==> src/rtl/div32.sv <==
// Iterative 32-bit radix-2 restoring divider, signed or unsigned, with valid/ready handshake.
// Uniform 32-cycle latency; results are sign-corrected and shown only while out_valid is high.
module div32 #(
    parameter int DATA_W = 32
) (
    input  logic              clk,
    input  logic              resetn,
    input  logic              in_valid,
    output logic              in_ready,
    input  logic              div_signed,
    input  logic [DATA_W-1:0] x,
    input  logic [DATA_W-1:0] y,
    input  logic              cancel,
    output logic              out_valid,
    input  logic              out_ready,
    output logic [DATA_W-1:0] s,
    output logic [DATA_W-1:0] r
);

    localparam int                CNT_W    = $clog2(DATA_W) + 1;
    localparam logic [CNT_W-1:0] LAST_STEP = CNT_W'(DATA_W - 1);

    typedef enum logic [1:0] {
        IDLE = 2'd0,
        CALC = 2'd1,
        DONE = 2'd2
    } state_t;

    state_t              state_q, state_d;
    logic [CNT_W-1:0]    cnt_q, cnt_d;
    logic                qneg_q, qneg_d;
    logic                rneg_q, rneg_d;
    logic                div0_q, div0_d;
    // quo_q starts as |dividend| and fills with quotient bits from the LSB as it shifts out.
    logic [DATA_W-1:0]   quo_q, quo_d;
    logic [DATA_W-1:0]   rem_q, rem_d;
    logic [DATA_W-1:0]   dvs_q, dvs_d;

    logic                accept;
    logic [DATA_W:0]     shifted;
    logic [DATA_W+1:0]   trial;
    logic                trial_ok;

    function automatic logic [DATA_W-1:0] magnitude(input logic [DATA_W-1:0] v,
                                                    input logic              is_signed);
        return (is_signed && v[DATA_W-1]) ? (~v + 1'b1) : v;
    endfunction

    function automatic logic [DATA_W-1:0] apply_sign(input logic [DATA_W-1:0] v,
                                                     input logic              neg);
        return neg ? (~v + 1'b1) : v;
    endfunction

    assign in_ready = (state_q == IDLE);
    assign accept   = in_valid & in_ready & ~cancel;

    // One restoring step: 33-bit trial subtraction, borrow in the top bit.
    assign shifted  = {rem_q, quo_q[DATA_W-1]};
    assign trial    = {1'b0, shifted} - {2'b00, dvs_q};
    assign trial_ok = ~trial[DATA_W+1];

    always_comb begin
        state_d = state_q;
        cnt_d   = cnt_q;
        qneg_d  = qneg_q;
        rneg_d  = rneg_q;
        div0_d  = div0_q;
        quo_d   = quo_q;
        rem_d   = rem_q;
        dvs_d   = dvs_q;
        unique case (state_q)
            IDLE: begin
                if (accept) begin
                    quo_d   = magnitude(x, div_signed);
                    dvs_d   = magnitude(y, div_signed);
                    rem_d   = '0;
                    qneg_d  = (x[DATA_W-1] ^ y[DATA_W-1]) & div_signed;
                    rneg_d  = x[DATA_W-1] & div_signed;
                    div0_d  = (y == '0);
                    cnt_d   = '0;
                    state_d = CALC;
                end
            end
            CALC: begin
                quo_d = {quo_q[DATA_W-2:0], trial_ok};
                rem_d = trial_ok ? trial[DATA_W-1:0] : shifted[DATA_W-1:0];
                cnt_d = cnt_q + 1'b1;
                if (cnt_q == LAST_STEP) begin
                    state_d = DONE;
                end
            end
            DONE: begin
                if (out_ready) begin
                    state_d = IDLE;
                end
            end
            default: state_d = IDLE;
        endcase
        if (cancel) begin
            state_d = IDLE;
        end
    end

    always_ff @(posedge clk) begin
        if (!resetn) begin
            state_q <= IDLE;
            cnt_q   <= '0;
        end else begin
            state_q <= state_d;
            cnt_q   <= cnt_d;
        end
    end

    always_ff @(posedge clk) begin
        qneg_q <= qneg_d;
        rneg_q <= rneg_d;
        div0_q <= div0_d;
        quo_q  <= quo_d;
        rem_q  <= rem_d;
        dvs_q  <= dvs_d;
    end

    // Divide-by-zero: the restoring loop already yields |x| as remainder; only the quotient is forced.
    always_comb begin
        out_valid = (state_q == DONE);
        s         = '0;
        r         = '0;
        if (out_valid) begin
            s = div0_q ? '1 : apply_sign(quo_q, qneg_q);
            r = apply_sign(rem_q, rneg_q);
        end
    end

endmodule

==> config.mk <==
export PLATFORM = sky130hd
export DESIGN_NAME = div32
export DESIGN_NICKNAME = d
export VERILOG_FILES = /design/src/rtl/div32.sv
export SDC_FILE = /design/constraint.sdc
export NUM_CORES = 1
export LEC_CHECK = 0
export BUFFER_PORTS_ARGS = -buffer_cell sky130_fd_sc_hd__buf_4
export CAP_MARGIN = 20
export CORE_ASPECT_RATIO = 2
export CORE_UTILIZATION = 35
export CTS_CLUSTER_DIAMETER = 100
export DETAILED_ROUTE_END_ITERATION = 10
export PLACE_DENSITY = 0.62
export SKIP_CTS_REPAIR_TIMING = 1
export SLEW_MARGIN = 40
export SYNTH_ARGS = -nofsm -noshare
export SYNTH_HDL_FRONTEND = slang
export SYNTH_SLANG_ARGS = --single-unit
==> constraint.sdc <==
create_clock -name clk -period 7.8 [get_ports clk]
set_input_delay 1.17 -clock clk [delete_from_list [all_inputs] [get_ports clk]]
set_output_delay 1.17 -clock clk [all_outputs]
set_load 0.005 [all_outputs]
==> results.py <==
metrics = {
    "run_status": {
        "status": "complete, no violations",
    },
    "timing": {
        "fin_tns_setup_ps": 0,
        "clock.fmax_ghz": 0.193,
        "setup_viol": 0,
        "hold_violations": 0,
        "tightest_slew_ps": 783,
        "whs_ps": 487,
        "post-route-period-util_pct": 66.5,
        "fin_skew_ps": 7.88,
        "slew_headroom_pct": 47.8,
        "rsz0062_at_grt": "no",
        "final_max_slew_viol_count": 0,
        "min_period_ps": 5190,
    },
    "clock_network": {
        "clkTransAtPathRegs_ps": 70,
        "worstSkewPairLatency_ps": 360,
        "htreeDepth": 3,
        "cts_sinks": 107,
        "tritoncts": "yes",
        "cts_buffer_depth": 2,
        "clockRootBuffer": "clkbuf_16",
        "cts_buffers": 9,
    },
    "global_routing": {
        "grt_use_met2_pct": 36.4,
        "grt_antenna_before_repair": 0,
        "use_met1_pct": 16.4,
        "grt_start_max_net_pins": 79,
        "grt.total_usage_pct": 18.0,
        "grt_pass1_wl_um": 36100,
        "grt_overflow": 0,
        "grt_pass1_vias": 7604,
        "grt_busiest_layer": "met2",
        "grtUsageMet3_pct": 3.33,
    },
    "placed_design": {
        "dp.cells": 1477,
        "place_congestion": 0.860,
        "hpwlAfterDp_um": 18800,
        "port_buffers": 135,
    },
    "hold_path": {
        "hp-class": "flop to flop",
    },
    "layout": {
        "final_cells": 1493,
        "syn2layout_area_growth_pct": 19.1,
        "nNetsFinal": 1264,
        "diodes": 0,
        "drive_gt1_share_pct": 15.8,
        "fill_cells": 2531,
    },
    "yosys": {
        "synth_area_leaders": "edfxtp_1 (34%), xor2_1 (8.0%), xnor2_1 (6.3%), o21ai_0 (5.8%), a21oi_1 (5.5%)",
        "synth_nets": 1153,
        "yosysWarnings": 0,
        "yosysTopAreaCellShare_pct": 33.9,
        "yosysMostFrequentCell": "nand2_1",
        "synth_edf_count": 99,
        "synth_area_leader_cell": "edfxtp_1",
        "syn_area_per_cell_um2": 8.38,
        "synthFlopType": "edfxtp_1",
        "ys_types": 59,
        "seq_area_frac_synth_pct": 35.8,
        "ys_ff_latch": 107,
        "synth_commonest_cells": "nand2_1 (124), o21ai_0 (102), edfxtp_1 (99)",
        "async_reset_ff_share_pct": 0,
        "syn_inst": 1045,
        "syn_area_mm2": 0.00876,
    },
    "setup_path": {
        "slowest_stage": "or4_2",
        "arrival_ps": 4020,
        "path_cells": "or4_4 > or4_4 > or4_2 > or4_1 > o21ai_1 > nand2_1 > xnor2_1 > a21oi_1 > buf_4",
        "critPathMaxStageDelay_ps": 600,
        "endpoint_kind": "output port",
        "cp-start-kind": "flop",
        "worstSetupPathType": "flop to output port",
        "path_max_fanout": 6,
        "crit_family": "simple AND/OR/NAND/NOR gates",
        "crit_top_cell": "or4_4",
        "cp_num_buf_inv": 1,
        "required_ps": 6630,
    },
    "power_and_ir_drop": {
        "pwr-share-comb_pct": 24.4,
        "p_clk_share_pct": 31.0,
        "seq_power_share_pct": 44.6,
        "finalPower_mw": 1.62,
        "max-vdd-ir-drop_uv": 89.9,
        "switching_share_pct": 29.6,
        "power-per-cell-area_mw_per_mm2": 155,
        "p_sw_uw": 479,
        "internal_power_mw": 1.14,
        "p_leak_nw": 4.14,
    },
    "route": {
        "drtPass1Iterations": 7,
        "wl_per_cell_um": 15.5,
        "dr_total_vias": 7709,
        "post-route-drc-count": 0,
        "routed_wl_um": 23100,
        "ant_nets": 0,
        "drt_iter0_markers": 237,
        "avgViaCountPerCell": 5.16,
    },
    "floorplanning": {
        "fp-row-count": 81,
        "fp.dieH_um": 226,
        "dieWidth_um": 114,
        "die_area_mm2": 0.0257,
        "io-pin-count": 136,
        "initial_utilization_pct": 35.7,
        "core_area_mm2": 0.0245,
    },
    "flow_run": {
        "maxCapViolCount": 0,
    },
}
## cells by family (layout without fill, tap and decap cells)
group	after synthesis	count (layout)	synth area share (%)
AND/OR/NAND/NOR	371	371	20.5
AO/OA/AOI/OAI	286	286	19.5
XOR/XNOR	143	143	14.3
flip-flops	107	107	35.8
buffers and inverters	98	214	4.20
adder cells (fa/ha/maj)	38	38	5.51
multiplexers	2	2	0.229
## final timing paths
check / from / to / slack (ps) / cells after the start
setup / recovery: quo_q[8]$_DFFE_PP_ / s[26] / 2610 / 9
hold / removal: cnt_q[4]$_SDFFE_PN0P_ / cnt_q[4]$_SDFFE_PN0P_ / 490 / 1
setup reg to reg: rem_q[3]$_SDFFCE_PN0P_ / rem_q[16]$_SDFFCE_PN0P_ / 3900 / 9
hold reg to reg: cnt_q[4]$_SDFFE_PN0P_ / cnt_q[4]$_SDFFE_PN0P_ / 490 / 1
## routing by layer
metal	part of all wire (%)	wire length, um
met2	56	13000
met3	4.2	977
met5	0	0
met1	36	8230
met4	3.9	907
## cell type report
cell class                 instances  area [um^2]  share of cell area [%]
sequential                       107         3130                    30.0
multi-input combinational        840         5270                    50.5
inverter                          53          199                    1.91
clock buffer                      12          246                    2.36
timing repair buffer             145         1100                    10.5
clock inverter                     4         75.1                   0.719
tap                              332          415                    3.98
## flip-flops by register name, indices dropped and copies added, names as in the netlist
register  count
state_q       2
rem_q        32
dvs_q        32
div0_q        1
cnt_q         6
qneg_q        1
rneg_q        1
quo_q        32
## placed cells by master (no fill, tap or decap), types with 4 or more instances in the layout
cell type / netlist / final
a211o_1: 4 / 4
and2_1: 12 / 12
edfxtp_1: 99 / 99
inv_1: 53 / 51
nand2b_1: 11 / 10
and3_1: 10 / 10
a21oi_1: 97 / 97
or2_2: 8 / 8
a21boi_0: 4 / 4
clkbuf_16: 0 / 9
nand2_1: 124 / 124
a211oi_1: 10 / 10
nand3_1: 23 / 23
dfxtp_1: 8 / 8
nor2_1: 89 / 89
xnor2_1: 63 / 63
nor4_1: 5 / 5
or4_4: 4 / 4
buf_4: 0 / 143
xor2_1: 80 / 80
or3_1: 21 / 21
or4_1: 15 / 15
o21ai_0: 102 / 101
a21o_1: 8 / 8
nand3b_1: 4 / 4
o31ai_1: 19 / 19
nor3_1: 23 / 23
nor2b_1: 8 / 7
a31oi_1: 5 / 5
o41ai_1: 14 / 14
ha_1: 37 / 37
nand4_1: 4 / 4
## power groups by stage
stage          sequential [mW]  clock, mW  combinational, mW
6_report                 0.722      0.502              0.395
5_1_grt                  0.728      0.530              0.443
4_1_cts                  0.722      0.513              0.396
3_5_place_dp             0.735          0              0.394
3_3_place_gp             0.735          0              0.388
2_1_floorplan            0.722          0              0.286
## stage by stage
step | instance area [um^2] | worst slack (ps) | util, %
2_1_floorplan | 8760 | 3460 | -
3_3_place_gp | 10100 | 2980 | 41.1
3_5_place_dp | 10100 | 2970 | 41.2
4_1_cts | 10400 | 2570 | 42.5
5_1_grt | 10400 | 2380 | 42.5
6_report | 10400 | 2610 | 42.5
Note: power is estimated with default switching activity, not from simulation.
